File: src/rtl/math_computer_arbiter.sv
// Round-robin share of one math_computer between NB_REQ requesters; 0-cycle issue and return paths, in-order tag FIFO.
// Issue stalls on full tag FIFO or mc_ready low (grant locked); results stall on rsp_ready of head tag. MATH_ARB_ASSERT_EN adds assertions.

module math_arb_fifo #(
    parameter int WIDTH = 2,
    parameter int DEPTH = 4
) (
    input  logic                       clk,
    input  logic                       rst,
    input  logic                       push_i,
    input  logic [WIDTH-1:0]           push_dat_i,
    input  logic                       pop_i,
    output logic [WIDTH-1:0]           head_dat_o,
    output logic [$clog2(DEPTH):0]     count_o,
    output logic                       full_o,
    output logic                       empty_o
);
    localparam int AW = $clog2(DEPTH);

    logic [WIDTH-1:0] mem_q [DEPTH];
    logic [AW:0]      wr_ptr_q, wr_ptr_d;
    logic [AW:0]      rd_ptr_q, rd_ptr_d;

    assign count_o    = wr_ptr_q - rd_ptr_q;
    assign full_o     = (count_o == (AW+1)'(DEPTH));
    assign empty_o    = (wr_ptr_q == rd_ptr_q);
    assign head_dat_o = mem_q[rd_ptr_q[AW-1:0]];
    assign wr_ptr_d   = push_i ? wr_ptr_q + 1'b1 : wr_ptr_q;
    assign rd_ptr_d   = pop_i  ? rd_ptr_q + 1'b1 : rd_ptr_q;

    always_ff @(posedge clk) begin
        if (rst) begin
            wr_ptr_q <= '0;
            rd_ptr_q <= '0;
        end else begin
            wr_ptr_q <= wr_ptr_d;
            rd_ptr_q <= rd_ptr_d;
        end
    end

    always_ff @(posedge clk) begin
        if (push_i) begin
            mem_q[wr_ptr_q[AW-1:0]] <= push_dat_i;
        end
    end
endmodule

module math_computer_arbiter #(
    parameter int NB_REQ    = 4,
    parameter int DATASIZE  = 16,
    parameter int TAG_DEPTH = 4
) (
    input  logic                           clk,
    input  logic                           rst,
    input  logic [NB_REQ-1:0]              req_valid,
    input  logic [NB_REQ*DATASIZE-1:0]     req_a,
    input  logic [NB_REQ*DATASIZE-1:0]     req_b,
    input  logic [NB_REQ*DATASIZE-1:0]     req_c,
    output logic [NB_REQ-1:0]              req_ready,
    output logic                           mc_valid,
    output logic [DATASIZE-1:0]            mc_a,
    output logic [DATASIZE-1:0]            mc_b,
    output logic [DATASIZE-1:0]            mc_c,
    input  logic                           mc_ready,
    input  logic                           mc_res_valid,
    input  logic [DATASIZE-1:0]            mc_res,
    output logic                           mc_res_ready,
    output logic [NB_REQ-1:0]              rsp_valid,
    output logic [DATASIZE-1:0]            rsp_result,
    input  logic [NB_REQ-1:0]              rsp_ready,
    output logic [$clog2(TAG_DEPTH):0]     outstanding,
    output logic                           err_orphan
);
    localparam int IDX_W = $clog2(NB_REQ);
    localparam logic [IDX_W-1:0] LAST_IDX = IDX_W'(NB_REQ - 1);

    logic [IDX_W-1:0]    ptr_q, ptr_d;
    logic                lock_q, lock_d;
    logic [IDX_W-1:0]    lock_idx_q, lock_idx_d;
    logic                err_orphan_q, err_orphan_d;

    logic [DATASIZE-1:0] op_a [NB_REQ];
    logic [DATASIZE-1:0] op_b [NB_REQ];
    logic [DATASIZE-1:0] op_c [NB_REQ];

    logic [IDX_W:0]      cand;
    logic                arb_found;
    logic [IDX_W-1:0]    arb_idx;
    logic [IDX_W-1:0]    win_idx;
    logic                any_req;
    logic                issue_hs;
    logic                fifo_full;
    logic                fifo_empty;
    logic [IDX_W-1:0]    head_tag;
    logic                res_pop;

    always_comb begin
        for (int i = 0; i < NB_REQ; i++) begin
            op_a[i] = req_a[i*DATASIZE +: DATASIZE];
            op_b[i] = req_b[i*DATASIZE +: DATASIZE];
            op_c[i] = req_c[i*DATASIZE +: DATASIZE];
        end
    end

    // Search starts at the priority pointer and wraps modulo NB_REQ.
    always_comb begin
        arb_idx   = '0;
        arb_found = 1'b0;
        cand      = '0;
        for (int k = 0; k < NB_REQ; k++) begin
            cand = {1'b0, ptr_q} + (IDX_W+1)'(k);
            if (cand >= (IDX_W+1)'(NB_REQ)) begin
                cand = cand - (IDX_W+1)'(NB_REQ);
            end
            if (!arb_found && req_valid[cand[IDX_W-1:0]]) begin
                arb_found = 1'b1;
                arb_idx   = cand[IDX_W-1:0];
            end
        end
    end

    assign win_idx  = lock_q ? lock_idx_q : arb_idx;
    assign any_req  = |req_valid;
    assign mc_valid = any_req && !fifo_full;
    assign issue_hs = mc_valid && mc_ready;

    always_comb begin
        req_ready = '0;
        mc_a      = '0;
        mc_b      = '0;
        mc_c      = '0;
        if (any_req) begin
            mc_a = op_a[win_idx];
            mc_b = op_b[win_idx];
            mc_c = op_c[win_idx];
        end
        if (issue_hs) begin
            req_ready[win_idx] = 1'b1;
        end
    end

    // An empty FIFO means nobody owns the result: accept and drop it.
    always_comb begin
        rsp_valid    = '0;
        mc_res_ready = 1'b0;
        res_pop      = 1'b0;
        if (fifo_empty) begin
            mc_res_ready = mc_res_valid;
        end else begin
            rsp_valid[head_tag] = mc_res_valid;
            mc_res_ready        = rsp_ready[head_tag];
            res_pop             = mc_res_valid && rsp_ready[head_tag];
        end
    end

    assign rsp_result = mc_res;
    assign err_orphan = err_orphan_q;

    always_comb begin
        ptr_d        = ptr_q;
        lock_d       = lock_q;
        lock_idx_d   = lock_idx_q;
        err_orphan_d = err_orphan_q || (fifo_empty && mc_res_valid);
        if (issue_hs) begin
            ptr_d  = (win_idx == LAST_IDX) ? '0 : win_idx + 1'b1;
            lock_d = 1'b0;
        end else if (mc_valid) begin
            lock_d     = 1'b1;
            lock_idx_d = win_idx;
        end
    end

    always_ff @(posedge clk) begin
        if (rst) begin
            ptr_q        <= '0;
            lock_q       <= 1'b0;
            lock_idx_q   <= '0;
            err_orphan_q <= 1'b0;
        end else begin
            ptr_q        <= ptr_d;
            lock_q       <= lock_d;
            lock_idx_q   <= lock_idx_d;
            err_orphan_q <= err_orphan_d;
        end
    end

    math_arb_fifo #(
        .WIDTH (IDX_W),
        .DEPTH (TAG_DEPTH)
    ) u_tag_fifo (
        .clk        (clk),
        .rst        (rst),
        .push_i     (issue_hs),
        .push_dat_i (win_idx),
        .pop_i      (res_pop),
        .head_dat_o (head_tag),
        .count_o    (outstanding),
        .full_o     (fifo_full),
        .empty_o    (fifo_empty)
    );

`ifdef MATH_ARB_ASSERT_EN
    a_issue_hold: assert property (@(posedge clk) disable iff (rst)
        (mc_valid && !mc_ready) |=> (mc_valid && (win_idx == $past(win_idx))));
    a_req_ready_onehot: assert property (@(posedge clk) disable iff (rst)
        $onehot0(req_ready));
    a_rsp_valid_onehot: assert property (@(posedge clk) disable iff (rst)
        $onehot0(rsp_valid));
    a_no_push_full: assert property (@(posedge clk) disable iff (rst)
        !(issue_hs && fifo_full));
    a_no_pop_empty: assert property (@(posedge clk) disable iff (rst)
        !(res_pop && fifo_empty));
    a_no_orphan: assert property (@(posedge clk) disable iff (rst)
        !$rose(err_orphan));
`endif
endmodule

File: config.mk
export PLATFORM = sky130hd
export DESIGN_NAME = math_computer_arbiter
export DESIGN_NICKNAME = d
export VERILOG_FILES = /design/src/rtl/math_computer_arbiter.sv
export SDC_FILE = /design/constraint.sdc
export NUM_CORES = 1
export LEC_CHECK = 0
export CORE_AREA = 2 2 117 119
export CTS_CLUSTER_SIZE = 28
export DETAILED_ROUTE_END_ITERATION = 16
export DIE_AREA = 0 0 119 121
export GPL_TIMING_DRIVEN = 0
export PLACE_DENSITY_LB_ADDON = 0.15
export RECOVER_POWER = 25
export SYNTH_ARGS = -nofsm -noshare
export SYNTH_HDL_FRONTEND = slang
export SYNTH_SLANG_ARGS = --single-unit
File: constraint.sdc
create_clock -name clk -period 4.38 [get_ports clk]
set_input_delay 0.657 -clock clk [delete_from_list [all_inputs] [get_ports clk]]
set_output_delay 0.657 -clock clk [all_outputs]
set_load 0.02 [all_outputs]
==> flow_metrics.tcl <==
set metrics [dict create \
    status "finished, final reports clean" \
    place_congestion 0.948 \
    drive_gt1_share_pct 8.11 \
    tns_ns 0 \
    worstPathArrival_ns 3.42 \
    cts_root_buf "clkbuf_16" \
    hold_class "reg2reg" \
    synth-edff-count 8 \
    finalMaxSlewViolations 0 \
    numPlacedInstances 764 \
    max_freq_mhz 245 \
    hold_ws_ns 0.488 \
    clockBufferDepth 2 \
    combinationalPowerShare_pct 78.0 \
    synth-simple-area-share_pct 7.61 \
    drc 0 \
    synth_area_um2 2790 \
    chipWidth_um 119 \
    dr.pass1.iters 4 \
    htreeDepth 1 \
    setup_viol 0 \
    coreArea_um2 13100 \
    grt_pass1_wl_um 21800 \
    synthCells 307 \
    routed_wl_um 15000 \
    skew_ns 0.00349 \
    ys.flop_type "dfxtp_1" \
    leakagePower_nw 2.29 \
    internal_power_mw 1.17 \
    startpoint_type "input pin" \
    synth-compound-area-share_pct 17.8 \
    worst_slew_pin_slew_ns 0.652 \
    stdcell_count 769 \
    io_buffers 281 \
    grt_pass1_vias 3674 \
    p_total_mw 2.07 \
    async_reset_ff_share_pct 0 \
    synth_xor_area_share_pct 2.46 \
    r2r_start "u_tag_fifo.wr_ptr_q[0]" \
    cts_tree "yes" \
    synth_seq_cells 22 \
    fin_crit_sh_pct 93.1 \
    synthesis.nets 536 \
    fin_nets 822 \
    p_sw_mw 0.903 \
    preCtsSetupSlack_ns 0.0363 \
    cts_sinks 22 \
    crit_slowest_cell "clkdlybuf4s50_1" \
    p_sw_share_pct 43.6 \
    clk_latency_ns 0.26 \
    cp_slowest_stage_delay_ns 0.72 \
    grtUsageTotal_pct 20.1 \
    rrSetupSlack_ns 1.88 \
    cts.clk_slew.worst_paths_ns 0.06 \
    critPathMaxFanout 10 \
    cts_buffers 3 \
    critical_path.endpoint "mc_c[8]" \
    crit_path_end_kind "primary output" \
    synth_top_family_by_area "multiplexers" \
    ff2ff_path_depth 7 \
    worstPathRequired_ns 3.72 \
    synth_fa_ha_area_share_pct 4.30 \
    hold_viol 0 \
    maxSlewHeadroom_pct 56.2 \
    boundaryPins 298 \
    clkPwrFrac_pct 9.3 \
    yosys_warnings 0 \
    grt-ovfl-total 0 \
    die_y_um 121 \
    path_class "in2out" \
    antenna_found_initial 4 \
    fin_ws_ns 0.302 \
    seq_power_share_pct 12.8 \
    rsz0062_at_grt "no" \
    syn_avg_cell_area_um2 9.10 \
    viasPerCell 4.51 \
    synth_mux_area_share_pct 38.0 \
    initial_core_util_pct 21.4 \
    areaGrowthSynthToFinish_pct 112 \
    rows 42 \
    wl_per_cell_um 19.6 \
    timing.rr.end "u_tag_fifo.mem_q[0][1]" \
    drtAntennaViolNets 0 \
    vias 3467 \
    power_density_nw_per_um2 350 \
    crit_start "req_valid[3]" \
    peakVddDrop_v 0.000140 \
    ys_seq_area_share_pct 18.6 \
    synth_cell_types 44 \
    drtIter0Drc 104 \
    hpwl_um 13000 \
    crit_chain "clkdlybuf4s50_1 -> nor2_1 -> a2111oi_2 -> a221o_1 -> buf_4 -> buf_4 -> mux2i_1 -> o22ai_1 -> clkdlybuf4s50_1" \
    grt_max_degree 14 \
    max_cap_viol_count 0 \
    die_area_um2 14400 \
    ctsHoldBuffers 0 \
    period_needed_ns 4.08 \
]
## cell usage after synthesis, types with 2 or more instances
cell	n	area [µm²]
mux2i_1	100	1000
o22ai_1	48	300
buf_4	28	210
nor2_1	22	82.6
dfxtp_1	14	280
inv_1	11	41.3
edfxtp_1	8	240
ha_1	8	100
buf_2	6	30.0
clkbuf_1	6	22.5
and2_1	5	31.3
nand2b_1	5	31.3
a21oi_1	4	20.0
nand2_1	4	15.0
xnor2_1	4	35.0
a211oi_1	2	15.0
a221o_1	2	20.0
nor3_1	2	10.0
o21ai_0	2	10.0
o31ai_1	2	15.0
## cells in the final DEF (no fill, tap or decap), types with 5 or more instances in the layout
cell type          n
mux2i_1          100
nor2_1            22
buf_2              6
and2_1             5
edfxtp_1           8
buf_4             28
dlygate4sd3_1     18
dfxtp_1           14
nand2b_1           5
ha_1               8
o22ai_1           49
clkdlybuf4s50_1  263
clkbuf_1           5
inv_1             11
## worst max-delay path, delay by kind of cell
kind	cells	cell delay (ns)
buffers and inverters	4	1.68
AND/OR/NAND/NOR	1	0.09
AO/OA/AOI/OAI	3	0.88
multiplexers	1	0.10
## cells by family (layout without fill, tap and decap cells)
group | Yosys count | after routing
mux | 103 | 103
compound gates | 70 | 70
buf+inv | 53 | 338
simple gates | 44 | 44
flops | 22 | 22
fa+ha+maj | 9 | 9
xor+xnor | 6 | 6
other cells | 0 | 1
## power groups by stage
stage / clock network, mW / logic, mW / registers [mW]
after floorplan: 0 / 0.886 / 0.265
after global placement: 0 / 1.63 / 0.267
after detailed placement: 0 / 1.63 / 0.268
after CTS: 0.193 / 1.64 / 0.264
after global routing: 0.198 / 1.73 / 0.267
final: 0.192 / 1.62 / 0.264
## through the flow
step / util (%) / area (µm²)
global route: 45.2 / 5910
CTS: 45.1 / 5910
detailed placement: 44.5 / 5830
global placement: 44.5 / 5830
finish: 45.2 / 5910
floorplan: - / 2790
## how the worst min path moves through the flow
| stage | from | to | slack [ns] | depth (start not counted) |
|---|---|---|---|---|
| 4_1_cts | err_orphan | err_orphan | 0.49 | 2 |
| 3_3_place_gp | err_orphan | err_orphan | 0.45 | 2 |
| 2_1_floorplan | lock_idx_q[1] | lock_idx_q[1] | 0.46 | 2 |
| 3_5_place_dp | err_orphan | err_orphan | 0.47 | 2 |
| 5_1_grt | lock_idx_q[1] | lock_idx_q[1] | 0.52 | 2 |
| 6_report | err_orphan | err_orphan | 0.49 | 2 |
## cell type report
| class | count | area (µm²) |
|---|---|---|
| Multi-Input combinational cell | 232 | 1970 |
| Sequential cell | 22 | 520 |
| Fill cell | 1289 | 7170 |
| Tap cell | 176 | 220 |
| Antenna cell | 1 | 2.50 |
| Buffer | 41 | 269 |
| Clock inverter | 1 | 3.75 |
| Clock buffer | 3 | 75.1 |
| Timing Repair Buffer | 281 | 2810 |
| Inverter | 12 | 45.0 |
## what timing repair did
action,in CTS,in global routing
buffers inserted,0,0
gates resized for setup,0,3
endpoints found under the setup margin,0,13
## routing by layer
metal  wire [µm]  vias up  global-route usage (%)
li1            -     1715                       -
met1        5630     1602                    21.6
met2        7810      131                    37.9
met3        1440       13                    7.71
met4         112        6                    3.05
met5          38        -                       0
## flip-flops by register name (all words and copies together) (netlist names), named ones only
| signal | cells |
|---|---|
| lock_q | 1 |
| ptr_q | 2 |
| lock_idx_q | 2 |
| err_orphan | 1 |
| u_tag_fifo.rd_ptr_q | 3 |
| u_tag_fifo.wr_ptr_q | 3 |
| u_tag_fifo.mem_q | 8 |
Note: power is estimated with default switching activity, not from simulation.
